===== src/rtl/loop_nest_sched_if.sv =====
// Bundle of request, iteration-stream and completion signals for loop_nest_sched.
//   req_valid/req_ready      : per-requester job handshake (bit i = requester i)
//   req{0,1}_bound{0,1}      : inner/outer trip counts offered by each requester
//   iter_valid/iter_ready    : iteration stream handshake
//   iter0/iter1/iter_last    : inner index, outer index, final-iteration flag
//   iter_owner               : requester owning the running job
//   done/done_owner          : one-cycle completion pulse and its requester
// The scheduler uses the slave modport; the control/datapath side uses master.
interface loop_nest_sched_if #(
  parameter int WIDTH = 8
);
  logic [1:0]       req_valid;
  logic [1:0]       req_ready;
  logic [WIDTH-1:0] req0_bound0;
  logic [WIDTH-1:0] req0_bound1;
  logic [WIDTH-1:0] req1_bound0;
  logic [WIDTH-1:0] req1_bound1;
  logic             iter_valid;
  logic             iter_ready;
  logic [WIDTH-1:0] iter0;
  logic [WIDTH-1:0] iter1;
  logic             iter_last;
  logic             iter_owner;
  logic             done;
  logic             done_owner;

  modport master (
    output req_valid, req0_bound0, req0_bound1, req1_bound0, req1_bound1, iter_ready,
    input  req_ready, iter_valid, iter0, iter1, iter_last, iter_owner, done, done_owner
  );

  modport slave (
    input  req_valid, req0_bound0, req0_bound1, req1_bound0, req1_bound1, iter_ready,
    output req_ready, iter_valid, iter0, iter1, iter_last, iter_owner, done, done_owner
  );
endinterface


===== src/rtl/loop_nest_sched.sv =====
// Two-requester scheduler for a shared two-level nested loop iterator.
// Ports:
//   clk : rising-edge clock
//   rst : asynchronous, active-high reset
//   bus : loop_nest_sched_if slave modport (job requests, iteration stream,
//         completion pulse)
// A job is granted round-robin in IDLE, then walks iter0 (inner) and iter1
// (outer) one step per accepted iteration, then spends one cycle in DONE.
module loop_nest_sched #(
  parameter int WIDTH = 8
) (
  input  logic                clk,
  input  logic                rst,
  loop_nest_sched_if.slave    bus
);

  typedef enum logic [1:0] {
    S_IDLE = 2'd0,
    S_RUN  = 2'd1,
    S_DONE = 2'd2
  } state_t;

  localparam logic [WIDTH-1:0] ONE = {{(WIDTH-1){1'b0}}, 1'b1};

  state_t           state_q, state_d;
  logic             last_grant_q, last_grant_d;
  logic             owner_q, owner_d;
  logic [WIDTH-1:0] bound0_q, bound0_d;
  logic [WIDTH-1:0] bound1_q, bound1_d;
  logic [WIDTH-1:0] it0_q, it0_d;
  logic [WIDTH-1:0] it1_q, it1_d;

  logic [1:0]       gnt;
  logic             inner_wrap;
  logic             is_last;
  logic             hs;
  logic [WIDTH-1:0] sel_b0;
  logic [WIDTH-1:0] sel_b1;

  // Grant is combinational so a request can be accepted in its first IDLE cycle.
  // On a tie the requester that did not win last time gets the grant.
  always_comb begin
    gnt = 2'b00;
    if (state_q == S_IDLE) begin
      if (bus.req_valid == 2'b11) begin
        gnt = last_grant_q ? 2'b01 : 2'b10;
      end else begin
        gnt = bus.req_valid;
      end
    end
  end

  assign sel_b0     = gnt[1] ? bus.req1_bound0 : bus.req0_bound0;
  assign sel_b1     = gnt[1] ? bus.req1_bound1 : bus.req0_bound1;
  assign inner_wrap = (it0_q == bound0_q - ONE);
  assign is_last    = (state_q == S_RUN) && inner_wrap && (it1_q == bound1_q - ONE);
  assign hs         = (state_q == S_RUN) && bus.iter_ready;

  always_comb begin
    state_d      = state_q;
    last_grant_d = last_grant_q;
    owner_d      = owner_q;
    bound0_d     = bound0_q;
    bound1_d     = bound1_q;
    it0_d        = it0_q;
    it1_d        = it1_q;
    case (state_q)
      S_IDLE: begin
        if (gnt != 2'b00) begin
          last_grant_d = gnt[1];
          owner_d      = gnt[1];
          bound0_d     = sel_b0;
          bound1_d     = sel_b1;
          it0_d        = '0;
          it1_d        = '0;
          // A zero trip count in either dimension means no iterations at all.
          state_d      = ((sel_b0 == '0) || (sel_b1 == '0)) ? S_DONE : S_RUN;
        end
      end
      S_RUN: begin
        if (hs) begin
          if (is_last) begin
            state_d = S_DONE;
          end else if (inner_wrap) begin
            it0_d = '0;
            it1_d = it1_q + ONE;
          end else begin
            it0_d = it0_q + ONE;
          end
        end
      end
      S_DONE: state_d = S_IDLE;
      default: state_d = S_IDLE;
    endcase
  end

  always_ff @(posedge clk or posedge rst) begin
    if (rst) begin
      state_q      <= S_IDLE;
      last_grant_q <= 1'b1;
      owner_q      <= 1'b0;
      bound0_q     <= '0;
      bound1_q     <= '0;
      it0_q        <= '0;
      it1_q        <= '0;
    end else begin
      state_q      <= state_d;
      last_grant_q <= last_grant_d;
      owner_q      <= owner_d;
      bound0_q     <= bound0_d;
      bound1_q     <= bound1_d;
      it0_q        <= it0_d;
      it1_q        <= it1_d;
    end
  end

  assign bus.req_ready  = gnt;
  assign bus.iter_valid = (state_q == S_RUN);
  assign bus.iter0      = it0_q;
  assign bus.iter1      = it1_q;
  assign bus.iter_last  = is_last;
  assign bus.iter_owner = owner_q;
  assign bus.done       = (state_q == S_DONE);
  assign bus.done_owner = (state_q == S_DONE) && owner_q;

endmodule


===== src/flat_wrapper.sv =====
// flat-port wrapper written by rule: the top's interface ports become plain ports
module loop_nest_sched_flat 
#(
  parameter int WIDTH = 8
)
  (clk, rst, bus_req_valid, bus_req0_bound0, bus_req0_bound1, bus_req1_bound0, bus_req1_bound1, bus_iter_ready, bus_req_ready, bus_iter_valid, bus_iter0, bus_iter1, bus_iter_last, bus_iter_owner, bus_done, bus_done_owner);
  loop_nest_sched_if #(.WIDTH(WIDTH)) bus_i ();
  input  logic clk;
  input  logic rst;
  input wire logic [$bits(bus_i.req_valid)-1:0] bus_req_valid;
  input wire logic [$bits(bus_i.req0_bound0)-1:0] bus_req0_bound0;
  input wire logic [$bits(bus_i.req0_bound1)-1:0] bus_req0_bound1;
  input wire logic [$bits(bus_i.req1_bound0)-1:0] bus_req1_bound0;
  input wire logic [$bits(bus_i.req1_bound1)-1:0] bus_req1_bound1;
  input wire logic [$bits(bus_i.iter_ready)-1:0] bus_iter_ready;
  output wire logic [$bits(bus_i.req_ready)-1:0] bus_req_ready;
  output wire logic [$bits(bus_i.iter_valid)-1:0] bus_iter_valid;
  output wire logic [$bits(bus_i.iter0)-1:0] bus_iter0;
  output wire logic [$bits(bus_i.iter1)-1:0] bus_iter1;
  output wire logic [$bits(bus_i.iter_last)-1:0] bus_iter_last;
  output wire logic [$bits(bus_i.iter_owner)-1:0] bus_iter_owner;
  output wire logic [$bits(bus_i.done)-1:0] bus_done;
  output wire logic [$bits(bus_i.done_owner)-1:0] bus_done_owner;
  assign bus_i.req_valid = bus_req_valid;
  assign bus_i.req0_bound0 = bus_req0_bound0;
  assign bus_i.req0_bound1 = bus_req0_bound1;
  assign bus_i.req1_bound0 = bus_req1_bound0;
  assign bus_i.req1_bound1 = bus_req1_bound1;
  assign bus_i.iter_ready = bus_iter_ready;
  assign bus_req_ready = bus_i.req_ready;
  assign bus_iter_valid = bus_i.iter_valid;
  assign bus_iter0 = bus_i.iter0;
  assign bus_iter1 = bus_i.iter1;
  assign bus_iter_last = bus_i.iter_last;
  assign bus_iter_owner = bus_i.iter_owner;
  assign bus_done = bus_i.done;
  assign bus_done_owner = bus_i.done_owner;
  loop_nest_sched #(.WIDTH(WIDTH)) u_core (.clk(clk), .rst(rst), .bus(bus_i));
endmodule

===== config.mk =====
export PLATFORM = sky130hd
export DESIGN_NAME = loop_nest_sched_flat
export DESIGN_NICKNAME = d
export VERILOG_FILES = /design/src/rtl/loop_nest_sched_if.sv /design/src/rtl/loop_nest_sched.sv /design/src/flat_wrapper.sv
export SDC_FILE = /design/constraint.sdc
export NUM_CORES = 1
export LEC_CHECK = 0
export ABC_CLOCK_PERIOD_IN_PS = 2900
export CAP_MARGIN = 20
export CORE_ASPECT_RATIO = 0.75
export CORE_MARGIN = 5
export CORE_UTILIZATION = 45
export CTS_BUF_LIST = sky130_fd_sc_hd__clkbuf_16
export CTS_CLUSTER_DIAMETER = 50
export DETAILED_ROUTE_END_ITERATION = 16
export GPL_ROUTABILITY_DRIVEN = 1
export PLACE_DENSITY = 0.88
export SLEW_MARGIN = 20
export SYNTH_ARGS = -nofsm -noshare
export SYNTH_HDL_FRONTEND = slang
export SYNTH_SLANG_ARGS = --single-unit

===== constraint.sdc =====
create_clock -name clk -period 2.9 [get_ports clk]
set_clock_uncertainty 0.2 [all_clocks]
set_input_delay 0.87 -clock clk [delete_from_list [all_inputs] [get_ports clk]]
set_output_delay 0.87 -clock clk [all_outputs]
set_load 0.01 [all_outputs]

==> results by group <==
STA
  • Post-route clock period utilization: 1.21
  • RSZ-0062 raised after global routing: true
  • Final worst slack: -0.611 ns
  • Setup violations, final: 16
  • Fmax: 0.285 GHz
  • Period minus WS final: 3.51 ns
  • Fin. max-slew vios: 0
  • Worst slew pin tran: 0.483 ns
  • Rel. slew slack: 0.678
  • Total negative slack: -1.98 ns
  • Hold Vio Cnt, Final: 0

Clock network
  • H-tree depth: 2
  • CTS Buf Count: 5
  • CTS sink count: 36
  • Worst-Skew Late Latency: 0.28 ns
  • Clock Path Buffers: 2
  • Clk root buf: clkbuf_16
  • Worst-path clk slew: 0.06 ns
  • CTS tree: yes
  • Hold buffers post-CTS: 0

Final layout
  • Share of layout cells above drive strength 1: 0.273
  • Most common cell after layout, fill and taps aside: buf_4
  • Nets: 451
  • Syn-to-layout area delta: 59.8%
  • # diodes: 0
  • Final non-filler cell total: 486
  • Core Util, Final: 0.731
  • Commonest non-fill, non-tap cells in the layout: buf_4 (59), clkdlybuf4s50_1 (54), nand2_1 (46)

Run status
  • Failing checks: negative setup slack
  • Outcome: finished with violations

GRT
  • Global route total overflow: 0
  • All-Layer GR Usage: 0.252
  • Largest net degree at the start of global routing: 37
  • Global-route wire length before repair: 13600 um
  • Vias in the first global route: 2784
  • Initial antenna violation count: 0

Power
  • Power Density: 428 nW/um^2
  • Worst vdd ir: 0.000448 V
  • Final Total Pwr: 1.66 mW
  • Static Leak: 1.68 nW

Yosys
  • EDFF count, synth: 0
  • Post-synthesis share of cell area spent on full adders, half adders and majority gates: 0.0207
  • Synth Area in Compound Gates: 0.214
  • Synth unique cells: 54
  • Average cell area after synthesis: 8.27 um^2
  • Synth Flop Type: dfrtp_1
  • Number of synthesized register bits: 36
  • Largest family of logic cells by synthesized area: simple AND/OR/NAND/NOR gates
  • Dominant cell type by area after synthesis: dfrtp_1
  • Post-synthesis simple-gate area fraction: 0.294
  • Synth Area in XOR/XNOR: 0.0579
  • Synth Instances: 293
  • Part of the Yosys area used for sequential elements: 0.372
  • Syn_nets: 334
  • Ranking of synthesized cells by area: dfrtp_1 (36%), nand2_1 (7.4%), a31oi_1 (4.4%), nor2_1 (3.9%), xnor2_1 (2.9%)
  • Mux share of post-synthesis cell area: 0.00465
  • Asr flop ratio synth: 1.00
  • Mapped cell area: 2420 um^2
  • Synth top area share: 0.362
  • Syn. warnings: 0

Floorplan
  • Die footprint: 6970 um^2
  • Starting Density: 0.457
  • Floorplan row count: 23
  • Die Width: 94.7 um
  • I/O pin count: 60
  • Die Ht: 73.5 um
  • Total core area: 5300 um^2

Critical path
  • Crit start category: register
  • Crit Path Max Fanout: 3
  • CP endpoint kind: output port
  • R2R setup slack: -0.16 ns
  • CP Class: register to output port
  • R2R depth: 10
  • CP arrival: 2.44 ns
  • R2R Path End: u_core.bus.iter1[4]$_DFFE_PP0P_
  • CP Data Required Time: 1.83 ns
  • Worst R2R Start: u_core.bound1_q[1]$_DFFE_PP0P_

Min path
  • Hold Path Class: register to register
  • Hold wc startpoint: u_core.last_grant_q$_DFFE_PP1P_
  • Hold EP: u_core.last_grant_q$_DFFE_PP1P_
  • Hold Path Depth: 2

Placement
  • Hpwl dp: 5970 um
  • Dpl cells: 468
  • Routability Congestion: 0.880
  • Place WS: -0.733 ns
  • PortBufs: 59

Flow run
  • Max_cap viols: 0

Routing
  • Routed via count: 2821
  • Routed len/inst: 18.0 um
  • Initial DRC Count: 224
  • DRC viols: 0
  • Post-Route WL: 8740 um
  • Drt via density: 5.80
  • Pre-antenna DRT Iters: 5
  • Final ANT Viol Nets: 0
## power breakdown
group	internal (mW)	switching, mW
logic	0.253	0.210
clock network	0.404	0.218
registers	0.539	0.0342
total	1.20	0.462
## registers in the layout (all words and copies together) (netlist names)
register and cells:
u_core.last_grant_q 1, u_core.bus.iter0 8, u_core.bus.iter_owner 1, u_core.bus.iter1 8
u_core.bound0_q 8, u_core.state_q 2, u_core.bound1_q 8
## area by class of cell
type,instances,area (um^2)
Fill cell,366,1420
Multi-Input combinational cell,236,1610
Sequential cell,36,902
Clock inverter,3,42.5
Tap cell,75,93.8
Inverter,10,38.8
Timing Repair Buffer,121,1060
Clock buffer,5,125
## routing by layer
metal	share of wire	GRT usage
met1	0.43	0.323
met2	0.49	0.416
met3	0.074	0.0635
met4	0.015	0.0864
met5	0	0
## per-stage QoR
stage / instance area, um^2 / hold WS (ns)
6_report: 3870 / 0.287
5_1_grt: 3870 / 0.304
4_1_cts: 3700 / 0.278
3_5_place_dp: 3470 / 0.268
3_3_place_gp: 3470 / 0.254
2_1_floorplan: 2440 / 0.244
## worst max-delay path by stage
stage,depth (start not counted),end,startpoint,slack [ns]
after global routing,8,bus_iter_last,u_core.bound1_q[1]$_DFFE_PP0P_,-0.71
after detailed placement,7,bus_iter_last,u_core.bound0_q[0]$_DFFE_PP0P_,-0.73
after global placement,6,bus_iter_last,u_core.bound1_q[0]$_DFFE_PP0P_,-0.66
after floorplan,7,bus_iter_last,u_core.bound0_q[0]$_DFFE_PP0P_,-0.15
after CTS,8,bus_iter_last,u_core.bound0_q[0]$_DFFE_PP0P_,-0.56
final,8,bus_iter_last,u_core.bound1_q[0]$_DFFE_PP0P_,-0.61
## synthesized netlist by cell type (8+ instances only)
cell type / number
or4_1: 8
inv_1: 9
xor2_1: 8
clkbuf_1: 9
nor3_1: 9
nand3_1: 10
xnor2_1: 8
a31oi_1: 17
a21oi_1: 10
nor4_1: 9
dfrtp_1: 35
and3_1: 8
nand2_1: 48
nor2_1: 25
## timing repair
action,CTS,global route
buffers inserted,3,8
pin swaps,1,19
resized for setup,21,33
setup endpoints to repair,14,17
cloned,1,0
## cell families (layout without fill, tap and decap cells)
family | after synthesis | count (layout)
flip-flops | 36 | 36
multiplexers | 1 | 1
AO/OA/AOI/OAI | 73 | 73
AND/OR/NAND/NOR | 142 | 142
XOR/XNOR | 16 | 16
buffers and inverters | 21 | 139
adder cells (fa/ha/maj) | 4 | 4
## critical path, cell delays in order, from the launching register on
cell and delay, ns:
dfrtp_1 0.40, inv_1 0.08, ha_2 0.18, or3b_4 0.41, nor4_4 0.13, o211ai_1 0.18, or3_4 0.44, nor3_4 0.19
buf_2 0.16
Note: power is estimated with default switching activity, not from simulation.
